<file path="src/rtl/key_matrix_encoder.sv">
// key_matrix_encoder: debounced active-low key matrix to registered priority code
// with press/release event pulses, multi-key flag and latched/momentary code mode.
module key_matrix_encoder #(
    parameter int NUM_KEYS  = 8,
    parameter int CLK_DIV   = 2000,
    parameter int DEB_TICKS = 4,
    parameter int CODE_W    = 4,
    parameter int LATCH     = 1
) (
    input  logic                clk,
    input  logic                reset,
    input  logic [NUM_KEYS-1:0] key,
    output logic [CODE_W-1:0]   code,
    output logic                code_valid,
    output logic                press_pulse,
    output logic                release_pulse,
    output logic                multi,
    output logic                tick
);
    localparam int DW = $clog2(CLK_DIV);
    localparam int CW = $clog2(DEB_TICKS + 1);
    localparam int PW = $clog2(NUM_KEYS + 1);

    generate
        if ((2 ** CODE_W) < NUM_KEYS + 1 || CLK_DIV < 2 || DEB_TICKS < 1) begin : g_bad_params
            $error("key_matrix_encoder: illegal parameter combination");
        end
    endgenerate

    logic [DW-1:0]       div_cnt;
    logic [NUM_KEYS-1:0] key_m, key_s, stable, pressed;
    logic [CW-1:0]       cnt [NUM_KEYS];
    logic [CODE_W-1:0]   enc, prev;
    logic [PW-1:0]       cnt_pressed;

    always_ff @(posedge clk) begin
        if (reset) begin
            div_cnt <= '0;
            tick    <= 1'b0;
        end else begin
            tick    <= div_cnt == DW'(CLK_DIV - 1);
            div_cnt <= div_cnt == DW'(CLK_DIV - 1) ? '0 : div_cnt + DW'(1);
        end
    end

    // A key's stable level only flips after DEB_TICKS consecutive disagreeing ticks.
    always_ff @(posedge clk) begin
        if (reset) begin
            key_m  <= '1;
            key_s  <= '1;
            stable <= '1;
            for (int i = 0; i < NUM_KEYS; i++) cnt[i] <= '0;
        end else begin
            key_m <= key;
            key_s <= key_m;
            if (tick) begin
                for (int i = 0; i < NUM_KEYS; i++) begin
                    if (key_s[i] == stable[i]) begin
                        cnt[i] <= '0;
                    end else if (cnt[i] == CW'(DEB_TICKS - 1)) begin
                        stable[i] <= ~stable[i];
                        cnt[i]    <= '0;
                    end else begin
                        cnt[i] <= cnt[i] + CW'(1);
                    end
                end
            end
        end
    end

    assign pressed = ~stable;

    // Scanning downward leaves the lowest pressed index as the winner.
    always_comb begin
        enc         = '0;
        cnt_pressed = '0;
        for (int i = NUM_KEYS - 1; i >= 0; i--) begin
            if (pressed[i]) begin
                enc         = CODE_W'(i + 1);
                cnt_pressed = cnt_pressed + PW'(1);
            end
        end
    end

    always_ff @(posedge clk) begin
        if (reset) begin
            code          <= '0;
            code_valid    <= 1'b0;
            press_pulse   <= 1'b0;
            release_pulse <= 1'b0;
            multi         <= 1'b0;
            prev          <= '0;
        end else begin
            code          <= (LATCH == 0 || enc != '0) ? enc : code;
            code_valid    <= enc != '0;
            multi         <= cnt_pressed > PW'(1);
            press_pulse   <= enc != '0 && enc != prev;
            release_pulse <= enc == '0 && prev != '0;
            prev          <= enc;
        end
    end
endmodule

</file>
<file path="config.mk">
export PLATFORM = sky130hd
export DESIGN_NAME = key_matrix_encoder
export DESIGN_NICKNAME = d
export VERILOG_FILES = /design/src/rtl/key_matrix_encoder.sv
export SDC_FILE = /design/constraint.sdc
export NUM_CORES = 1
export LEC_CHECK = 0
export CORE_MARGIN = 4
export CORE_UTILIZATION = 58
export DETAILED_ROUTE_END_ITERATION = 10
export PLACE_DENSITY = 0.78
export SLEW_MARGIN = 0
export SYNTH_ARGS = -nofsm -noshare
export SYNTH_HDL_FRONTEND = slang
export SYNTH_SLANG_ARGS = --single-unit
export TNS_END_PERCENT = 30
</file>
<file path="constraint.sdc">
create_clock -name clk -period 4.65 [get_ports clk]
set_input_delay 0.465 -clock clk [delete_from_list [all_inputs] [get_ports clk]]
set_output_delay 0.465 -clock clk [all_outputs]
set_load 0.01 [all_outputs]
</file>
Word-level counts from Yosys, hierarchy flattened
Memory sizes are Yosys's and may differ from the RTL's.
Cells that the tools add are included.

word-level totals
  flip-flop bits (word level) = 48
  bits in writable memories = 24
  output and inout port bits = 9
  word-level logic and storage cells = 263
  memories kept = 1

memory list
  memory  depth  bits a word  read ports  clocked after memory_dff  write ports  line  text
  cnt     8      3            8           0                         8            32    logic [CW-1:0] cnt [NUM_KEYS];

cells by class
  add/sub/neg operators = 16
  order comparisons = 1
  eq/ne operators = 18
  mux-type cells = 154
  bitwise operators = 41
  reduce and logical (&&, ||, !) cells = 14

operator list
  operator               number
  $mux 1                 115
  $mux 3                 24
  $mux 4                 15
  $add 4x1->4 const B    7
  $add 3x1->3 const B    8
  $eq 3x2->1 const B     8
  $or 1x1->1             24
  $reduce_and 3->1       8
  $not 1->1              16
  $add 11x1->11 const B  1
  $eq 11x11->1 const B   1
  $eq 1x1->1             8
  $not 8->8              1
  $reduce_bool 4->1      2
  $gt 4x1->1 const B     1
  $logic_not 4->1        1
  $ne 4x4->1             1
  $logic_and 1x1->1      2
  $reduce_or 2->1        1

Logic depth before layout (Yosys ltp)
Gate-level depths: netlist (run 1).

  word-level depth = 17
  gate-level depth with buffers = 20
  mapped depth without buffers = 20

Worst setup path after synthesis (run 1)
No wires, ideal clock.

  path kind = register to register
  start = register stable[6]
  end = register multi
  arrival = 3,976 ps
  data required time = 4,508 ps
  setup slack = 532 ps
  cell stages (with the launch flop) = 21
  cell sequence = dfxtp_1 > inv_1 > ha_1 > xor2_1 > inv_1 > ha_1 > nor4bb_1 > nor4_1 > o31ai_1 > nor2_1 > mux2_2 > ha_1 > nor2_1 > a31oi_1 > nor2_1 > o21ai_0 > ha_1 > xnor2_1 > o31ai_1 > a41o_1 > a41oi_2

on the way
  word-level cells in the longest chain between the ends = 15

ends and longest elaborated chain
  what                               line  text
  from (decl)                        31    logic [NUM_KEYS-1:0] key_m, key_s, stable, pressed;
  from (signal, indexed assignment)  61    stable[i] <= ~stable[i];
  $not 8->8 (*)                      71    assign pressed = ~stable;
  net pressed[6]                     31
  $mux 4 (*)                         78    if (pressed[i]) begin
  $add 4x1->4                        80    cnt_pressed = cnt_pressed + PW'(1);
  $mux 4 (*)                         78
  $add 4x1->4                        80
  $mux 4 (*)                         78
  $add 4x1->4                        80
  $mux 4 (*)                         78
  $add 4x1->4                        80
  $mux 4 (*)                         78
  $add 4x1->4                        80
  $mux 4 (*)                         78
  $add 4x1->4                        80
  $mux 4 (*)                         78
  $gt 4x1->1 (*)                     96    multi <= cnt_pressed > PW'(1);
  to (signal assigned)               96
  to (decl)                          17    output logic multi,

Mark *: on every way through the listed nets, which the timed path passes. The rest lies on a longest branch.
A chain may end at the register's enable or synchronous reset.

Worst setup path after layout (run 1)
Ends and elaborated chain as after synthesis.

==> flow_summary.json, run 1 <==
{
  "fin_cells": 448,
  "syn_area_sq_mm": 0.00358,
  "p_per_area_mw_per_mm2": 290,
  "endpoint": "multi",
  "syn_inst": 352,
  "finalClockSkew_ns": 0.00880,
  "postLayoutCellArea_sq_mm": 0.00400,
  "drv_cap": 0,
  "core_sq_mm": 0.00596,
  "grt_pass1_vias": 2299,
  "ys_types": 48,
  "synth_seq_area_share": 0.469,
  "cts_tree": "yes",
  "slew_headroom": 0.556,
  "fmax_mhz": 234,
  "clock_path_buffers": 2,
  "cts.clk_slew.worst_paths_ns": 0.08,
  "vias": 2386,
  "max_stage_delay_ns": 0.42,
  "cp_cell_sequence": "inv_1, ha_1, xor2_1, inv_1, ha_1, nor4bb_1, nor4_1, o31ai_1, nor2_1, mux2_2, ha_1, nor2_1, a31oi_1, nor2_1, o21ai_0, ha_1, xnor2_1, o31ai_2, a41o_1, a41oi_2",
  "path_max_fanout": 8,
  "required_ns": 4.85,
  "port_buffers": 18,
  "synthArstFlopShare": 0,
  "tightest_slew_ns": 0.666,
  "grt_overflow": 0,
  "synth_common_cells": "48 x dfxtp_1, 47 x nor2_1, 27 x ha_1",
  "period_share": 0.919,
  "viasPerCell": 5.33,
  "ff2ff_setup_slack_ns": 0.38,
  "routabilityCongestion": 0.803,
  "timing.critical_path.mode_cell": "ha_1",
  "path_class": "flip-flop to flip-flop",
  "dp_hpwl_mm": 4.02,
  "routed_wl_mm": 5.80,
  "grt_usage": 0.170,
  "synth_area_leaders": "dfxtp_1 27%, edfxtp_1 20%, ha_1 9.4%, xnor2_1 5.4%, nor2_1 4.9%",
  "cp_slowest_cell": "dfxtp_2",
  "start_util": 0.601,
  "die-area_sq_mm": 0.00750,
  "die_h_um": 86.6,
  "clkLatencyLatePin_ns": 0.34,
  "place_ws_ns": 0.217,
  "drc_errors": 0,
  "yosys_warnings": 0,
  "synth-seq-cells": 72,
  "place_area_sq_mm": 0.00381,
  "grt_max_degree": 39,
  "antenna_found_initial": 0,
  "io_pins": 19,
  "fillers": 466,
  "rsz0062_at_grt": "false",
  "synth_edf_count": 24,
  "p_leak_uw": 0.00169,
  "cp_data_arrival_time_ns": 4.47,
  "crit_path_start_kind": "flip-flop",
  "dr.pass1.iters": 4,
  "synth_nets": 389,
  "post-route-util": 0.672,
  "synth.avg_cell_area_sq_um": 10.2,
  "synth_area_leader_cell": "dfxtp_1",
  "cts_inserted_buffers": 9,
  "vdd_drop_max_mv": 0.281,
  "cts-root-buf": "clkbuf_8",
  "synth_top_area_share": 0.268,
  "std_cell_rows": 28,
  "hold_viol_final": 0,
  "fin_crit_ns": 4.27,
  "drive_gt1_frac": 0.118,
  "min_path_type": "flip-flop to flip-flop",
  "setup_viol": 0,
  "final_nets": 405,
  "drt_iter0_drc": 92,
  "dp_cells": 432,
  "startpoint": "stable[6]",
  "reg2reg_from": "stable[6]",
  "grt_pass1_wl_mm": 10.2,
  "die_width_um": 86.6,
  "postRouteAntennaNets": 0,
  "antenna_cells": 0,
  "finalSetupTns_ns": 0,
  "reg2reg_depth": 20,
  "ys.flop_type": "dfxtp_1",
  "clock_sinks": 72,
  "slew_violations": 0,
  "areaGrowthSynthToFinish_pct": 11.7,
  "synth.most_common_cell": "dfxtp_1",
  "routedWlPerCell_um": 12.9,
  "finalWorstSetupSlack_ns": 0.378,
  "end_kind": "flip-flop",
  "r2r_end": "multi",
  "cts_max_level": 3,
  "status": "finished, final reports clean",
  "post_cts_buffers": 0
}
## critical path, delay by kind of cell (launching register included)
family	cells	cell delay [ns]
flops	1	0.42
mux	1	0.18
compound gates	6	0.81
fa+ha+maj	4	1.19
xor+xnor	2	0.35
buf+inv	2	0.21
simple gates	5	0.99
## routing by layer
layer / wire [um] / track usage / vias to the layer above
met5: 0 / 0 / -
met1: 2810 / 0.216 / 1096
li1: - / - / 1253
met3: 169 / 0.0314 / 8
met2: 2710 / 0.277 / 29
met4: 107 / 0.0892 / 0
## through the flow
| stage | total power (uW) | hold WS (ns) |
|---|---|---|
| 2_1_floorplan | 710 | 0.389 |
| 3_3_place_gp | 723 | 0.391 |
| 3_5_place_dp | 725 | 0.394 |
| 4_1_cts | 1170 | 0.410 |
| 5_1_grt | 1200 | 0.416 |
| 6_report | 1160 | 0.407 |
## cells by family (layout without fill, tap and decap cells)
kind of cell	Yosys count	after routing	share of synthesized area
multiplexers	3	3	0.00873
AO/OA/AOI/OAI	50	50	0.107
flip-flops	72	72	0.469
AND/OR/NAND/NOR	125	125	0.177
adder cells (fa/ha/maj)	27	27	0.0943
buffers and inverters	40	61	0.0426
XOR/XNOR	35	35	0.101
## state kept, by name, summed over array words and instances (netlist names)
name,flops
cnt,24
code,4
code_valid,1
div_cnt,11
key_m,8
key_s,8
multi,1
press_pulse,1
prev,4
release_pulse,1
stable,8
tick,1
## repair_timing
action                                  4_1_cts  5_1_grt
endpoints found under the setup margin        0        1
gates resized for setup                       0        2
hold buffers                                  0        0
## area by class of cell
| type | instances | area [sq um] | share of cell area |
|---|---|---|---|
| inverter | 25 | 93.8 | 0.0234 |
| timing repair buffer | 20 | 195 | 0.0488 |
| multi-input combinational | 240 | 1750 | 0.438 |
| sequential | 72 | 1680 | 0.420 |
| clock buffer | 11 | 153 | 0.0381 |
| tap | 75 | 93.8 | 0.0234 |
| clock inverter | 5 | 31.3 | 0.00781 |
## report_power, final
| group | switching (uW) | internal (uW) | total, uW |
|---|---|---|---|
| Clock | 226 | 224 | 451 |
| Combinational | 19.5 | 19.6 | 39.1 |
| Sequential | 7.02 | 664 | 671 |
| Total | 253 | 908 | 1160 |
## placed cells by master (no fill, tap or decap), types with 3 or more instances in the layout
cell and instances:
ha_1 27, nand4_1 3, a311o_1 8, nand2_1 12
clkdlybuf4s50_1 18, or3_1 8, nand2b_1 3, nand3b_1 3
nor2b_1 9, xor2_1 9, nor2_1 47, a21o_1 4
a21oi_1 11, clkbuf_8 9, nand3_1 7, nor3_1 5
and3_1 3, o21ai_0 4, xnor2_1 22, edfxtp_1 24
dfxtp_1 47, o31ai_1 3, a21boi_0 4, clkinv_2 3
inv_1 25, or2_2 18, nor4_1 3
## worst min-delay path by stage
| stage | startpoint | endpoint | slack, ns | cells past startpoint |
|---|---|---|---|---|
| after floorplan | key_m[0] | key_s[0] | 0.39 | 1 |
| after CTS | key_m[1] | key_s[1] | 0.41 | 1 |
| after global placement | key_m[5] | key_s[5] | 0.39 | 1 |
| final | key_m[1] | key_s[1] | 0.41 | 1 |
| after detailed placement | key_m[7] | key_s[7] | 0.39 | 1 |
| after global routing | key_m[0] | key_s[0] | 0.42 | 1 |
No activity file was read; power rests on OpenSTA's default activity.
==> run 2, diff against run 1 <==
- CORE_MARGIN: 4 -> 5
==> run 2 against run 1 <==
Effect of this change: clock power increased by 15%; worst hold slack improved by 0.0044 ns; sequential share of layout area is 0.56 points lower; combinational power is essentially flat; critical path depth down 1; global-route usage down 0.14 points; clock skew up 0.0012 ns; first-iteration DRC count rose by 47%.
==> flow_summary.json, run 2 (same netlist as run 1, synthesis figures left out) <==
{
  "status": "finished, final reports clean",
  "cp_cell_sequence": "inv_1, ha_1, xor2_1, inv_1, ha_1, nor4bb_1, nor4_2, o31ai_1, nor2_1, mux2_2, ha_1, nor2_1, a31oi_1, nor2_1, o21ai_0, ha_1, o31ai_2, a41o_1, a41oi_2",
  "routed_wl_mm": 6.05,
  "p_total_uw": 1230,
  "max_stage_delay_ns": 0.44,
  "fillers": 494,
  "dr.pass1.iters": 4,
  "antenna_found_initial": 0,
  "cts.clk_slew.worst_paths_ns": 0.08,
  "p_per_area_mw_per_mm2": 303,
  "clock_path_buffers": 2,
  "port_buffers": 18,
  "grt_usage": 0.169,
  "grt_pass1_vias": 2393,
  "hold_viol_final": 0,
  "io_pins": 19,
  "routedWlPerCell_um": 13.5,
  "die_width_um": 88.6,
  "grt_pass1_wl_mm": 10.4,
  "cts-root-buf": "clkbuf_8",
  "setup_viol": 0,
  "tightest_slew_ns": 0.607,
  "period_share": 0.941,
  "final_nets": 406,
  "cp_data_arrival_time_ns": 4.57,
  "crit_path_start_kind": "flip-flop",
  "largest_reg_flops": 24,
  "finalClockSkew_ns": 0.0100,
  "die_h_um": 88.6,
  "clock_sinks": 72,
  "cp_slowest_cell": "ha_1",
  "drt_iter0_drc": 135,
  "drc_errors": 0,
  "p_leak_uw": 0.00171,
  "dp_hpwl_mm": 4.16,
  "std_cell_rows": 28,
  "slew_headroom": 0.595,
  "top_register": "cnt",
  "cts_tree": "yes",
  "path_class": "flip-flop to flip-flop",
  "finalWorstSetupSlack_ns": 0.275,
  "rsz0062_at_grt": "false",
  "core_sq_mm": 0.00596,
  "cp_num_buf_inv": 2,
  "cts_inserted_buffers": 9,
  "grt_overflow": 0,
  "layout_commonest_cell": "dfxtp_1",
  "antenna_cells": 0,
  "start_util": 0.601,
  "grt_max_degree": 39,
  "areaGrowthSynthToFinish_pct": 13.2,
  "die-area_sq_mm": 0.00785,
  "fin_crit_ns": 4.37,
  "slew_violations": 0,
  "postRouteAntennaNets": 0,
  "place_ws_ns": 0.261,
  "vias": 2417,
  "clkLatencyLatePin_ns": 0.33,
  "cts_max_level": 3,
  "layout_common_cells": "48 x dfxtp_1, 47 x nor2_1, 27 x ha_1",
  "end_kind": "flip-flop",
  "routabilityCongestion": 0.793,
  "drive_gt1_frac": 0.118,
  "vdd_drop_max_mv": 0.239,
  "finalSetupTns_ns": 0,
  "required_ns": 4.85,
  "post_cts_buffers": 0,
  "cp_top_family": "adder cells",
  "viasPerCell": 5.38,
  "min_path_type": "flip-flop to flip-flop",
  "drv_cap": 0,
  "path_max_fanout": 7,
  "reg.largest.list": "cnt (24), div_cnt (11)",
  "fmax_mhz": 229,
  "timing.critical_path.mode_cell": "ha_1"
}
[run 2: layout make-up]
type	instances	area, sq um	area share
flip-flops and latches	72	1680	0.415
clock buffers	14	206	0.0509
multi-input cells	240	1760	0.434
well taps	75	93.8	0.0231
inverters	25	93.8	0.0231
repair buffers	21	203	0.0500
clock inverters	2	16.3	0.00401
[run 2: power by group]
part,switching [uW],internal [uW]
Sequential,7.18,664
Clock,226,293
Combinational,19.6,19.8
Total,253,977
[run 2: worst reg2reg max path, stage by stage, from the launching register on]
cell and delay [ns]:
dfxtp_1 0.40, inv_1 0.11, ha_1 0.44, xor2_1 0.23
inv_1 0.11, ha_1 0.34, nor4bb_1 0.41, nor4_2 0.12
o31ai_1 0.08, nor2_1 0.10, mux2_2 0.27, ha_1 0.27
nor2_1 0.03, a31oi_1 0.23, nor2_1 0.09, o21ai_0 0.18
ha_1 0.27, o31ai_2 0.28, a41o_1 0.23, a41oi_2 0.04
[run 2: path summary, 6_finish.rpt]
path	from	slack (ns)	to	cells past startpoint
setup / recovery	stable[7]	0.28	multi	19
hold / removal	key_m[7]	0.41	key_s[7]	1
hold reg to reg	key_m[7]	0.41	key_s[7]	1
setup reg to reg	stable[7]	0.28	multi	19
[run 2: repair_timing]
item,in CTS,in global routing
endpoints found under the setup margin,0,1
gates resized for setup,0,2
hold buffers,0,0
[run 2: routing by layer]
metal / up-vias / wire, um / track usage / share of wire
met5: - / 0 / 0 / 0
li1: 1250 / - / - / -
met1: 1121 / 2890 / 0.205 / 0.48
met3: 6 / 192 / 0.0307 / 0.032
met4: 0 / 68 / 0.0632 / 0.011
met2: 40 / 2900 / 0.298 / 0.48
[run 2: metrics by stage]
| step | util | hold WS (ns) | cells | instance area [sq um] |
|---|---|---|---|---|
| 3_3_place_gp | 0.641 | 0.392 | 433 | 3820 |
| 3_5_place_dp | 0.641 | 0.393 | 433 | 3820 |
| 5_1_grt | 0.681 | 0.426 | 449 | 4050 |
| 4_1_cts | 0.679 | 0.411 | 449 | 4040 |
| 6_report | 0.681 | 0.411 | 449 | 4050 |
| 2_1_floorplan | - | 0.389 | 352 | 3580 |
==> run 3, diff against run 2 <==
- CTS_BUF_LIST: not set -> sky130_fd_sc_hd__clkbuf_8
- clock period: 4.65 -> 4.1 ns (I/O delays scaled with it)
==> run 3 against run 2 <==
Effect of this change: via count decreased by 0.79%; clock power up 19%; final cell count is 0.89% higher; clock skew is 0.0012 ns lower.
==> flow_summary.json, run 3 (same netlist as run 1, synthesis figures left out) <==
{
  "power_frac_clock": 0.434,
  "routedWlPerCell_um": 13.4,
  "antenna_cells": 0,
  "reg2reg_depth": 20,
  "viasPerCell": 5.29,
  "vdd_drop_max_mv": 0.292,
  "start_util": 0.601,
  "cts_inserted_buffers": 9,
  "cts.clk_slew.worst_paths_ns": 0.08,
  "met2_length_mm": 2.78,
  "finalWorstSetupSlack_ns": 0.169,
  "port_buffers": 18,
  "p_int_uw": 1120,
  "cts_tree": "yes",
  "cp_data_arrival_time_ns": 4.15,
  "min_path_type": "flip-flop to flip-flop",
  "drc_errors": 0,
  "path_max_fanout": 4,
  "fmax_mhz": 254,
  "drv_cap": 0,
  "largest_reg_flops": 24,
  "die_h_um": 88.6,
  "dr.pass1.iters": 4,
  "seqPwrFrac": 0.534,
  "drive_gt1_frac": 0.153,
  "die-area_sq_mm": 0.00785,
  "top_layer": "met4",
  "grt_pass1_wl_mm": 10.4,
  "end_kind": "flip-flop",
  "cts_hold_buf": 0,
  "wl_met3_um": 158,
  "drt_iter0_drc": 120,
  "path_class": "flip-flop to flip-flop",
  "routedLengthMet1_mm": 3.06,
  "core_sq_mm": 0.00596,
  "postRouteAntennaNets": 0,
  "slew_headroom": 0.579,
  "vias": 2398,
  "period_share": 0.959,
  "crit_path_start_kind": "flip-flop",
  "r2r_end": "multi",
  "final_nets": 410,
  "hold_viol_final": 0,
  "finalClockSkew_ns": 0.00879,
  "power.switching_uw": 305,
  "dp_cells": 435,
  "pwr-share-comb": 0.032,
  "clkLatencyLatePin_ns": 0.35,
  "tightest_slew_ns": 0.631,
  "slew_violations": 0,
  "swShare": 0.214,
  "cts_max_level": 3,
  "cts-root-buf": "clkbuf_8",
  "status": "finished, final reports clean",
  "fin_crit_ns": 3.93,
  "grt_usage": 0.172,
  "place_ws_ns": -0.0562,
  "routed_wl_mm": 6.09,
  "antenna_found_initial": 0,
  "p_leak_uw": 0.00171,
  "areaGrowthSynthToFinish_pct": 15.4,
  "top_register": "cnt",
  "grt_overflow": 0,
  "p_per_area_mw_per_mm2": 344,
  "layout_common_cells": "47 x nor2_1, 47 x dfxtp_1, 25 x ha_1",
  "grt_pass1_vias": 2305,
  "reg2reg_from": "stable[7]",
  "std_cell_rows": 28,
  "die_width_um": 88.6,
  "fin_cells": 453,
  "io_pins": 19,
  "required_ns": 4.32,
  "setup_viol": 0,
  "clock_path_buffers": 2,
  "p_total_uw": 1420,
  "routabilityCongestion": 0.802,
  "dp_hpwl_mm": 4.20,
  "ff2ff_setup_slack_ns": 0.17,
  "clock_sinks": 72,
  "endpoint": "multi",
  "reg.largest.list": "cnt (24), div_cnt (11)",
  "grt_max_degree": 27,
  "startpoint": "stable[7]"
}
[run 3: cell count changes in the layout (fill, tap and decap cells not counted), moves of 2 or more]
cell | previous run | this run
ha_4 | 0 | 2
clkinv_2 | 0 | 2
nor4bb_2 | 0 | 2
ha_1 | 27 | 25
clkbuf_16 | 3 | 0
bufinv_16 | 0 | 2
buf_4 | 3 | 7
clkbuf_1 | 2 | 0
nor4bb_1 | 2 | 0
[run 3: worst min-delay path by stage]
stage                        start  endpoint  slack, ns  depth (start not counted)
final                     key_m[2]  key_s[2]       0.41                          1
after global routing      key_m[5]  key_s[5]       0.43                          1
after CTS                 key_m[7]  key_s[7]       0.41                          1
after detailed placement  key_m[7]  key_s[7]       0.39                          1
after global placement    key_m[6]  key_s[6]       0.39                          1
after floorplan           key_m[0]  key_s[0]       0.39                          1
[run 3: power groups by stage]
stage	Clock, uW	Combinational (uW)	Sequential, uW
6_report	618	45.1	760
5_1_grt	670	52.9	762
4_1_cts	631	46.2	761
3_5_place_dp	0	45.6	777
3_3_place_gp	0	44.3	777
2_1_floorplan	0	29.9	775
[run 3: per-layer routing]
metal | GRT usage | vias up
li1 | - | 1260
met1 | 0.226 | 1110
met2 | 0.266 | 18
met3 | 0.0503 | 10
met4 | 0.0701 | 0
met5 | 0 | -
[run 3: area by class of cell]
class                           instances  area [sq um]
Fill cell                             480          1820
Clock inverter                          7          95.1
Multi-Input combinational cell        240          1810
Tap cell                               75          93.8
Timing Repair Buffer                   25           233
Inverter                               25          93.8
Sequential cell                        72          1690
Clock buffer                            9           124
[run 3: worst max-delay path, stage by stage (launching register included)]
cell and delay [ns]:
dfxtp_4 0.37, inv_2 0.06, ha_4 0.28, xor2_2 0.16
inv_1 0.12, ha_4 0.24, nor4bb_2 0.17, nor4_2 0.36
o31ai_1 0.14, nor2_1 0.21, mux2_2 0.19, ha_1 0.21
nor2_1 0.08, a31oi_1 0.07, nor2_1 0.18, o21ai_1 0.08
ha_1 0.20, xnor2_1 0.13, o31ai_2 0.27, a41o_1 0.23
a41oi_2 0.04
[run 3: what timing repair did]
action                     in CTS  in global routing
setup endpoints to repair       1                  1
cloned                          0                  0
setup buffers                   0                  2
pin swaps                       1                  5
gates resized for setup         2                  9
[run 3: stage by stage]
stage | instance area [sq um] | setup TNS [ns] | hold slack, ns | utilization
2_1_floorplan | 3590 | 0 | 0.389 | -
3_3_place_gp | 3840 | 0 | 0.392 | 0.645
3_5_place_dp | 3840 | -0.0562 | 0.393 | 0.645
4_1_cts | 4070 | 0 | 0.415 | 0.684
5_1_grt | 4130 | -0.0561 | 0.427 | 0.694
6_report | 4130 | 0 | 0.413 | 0.694
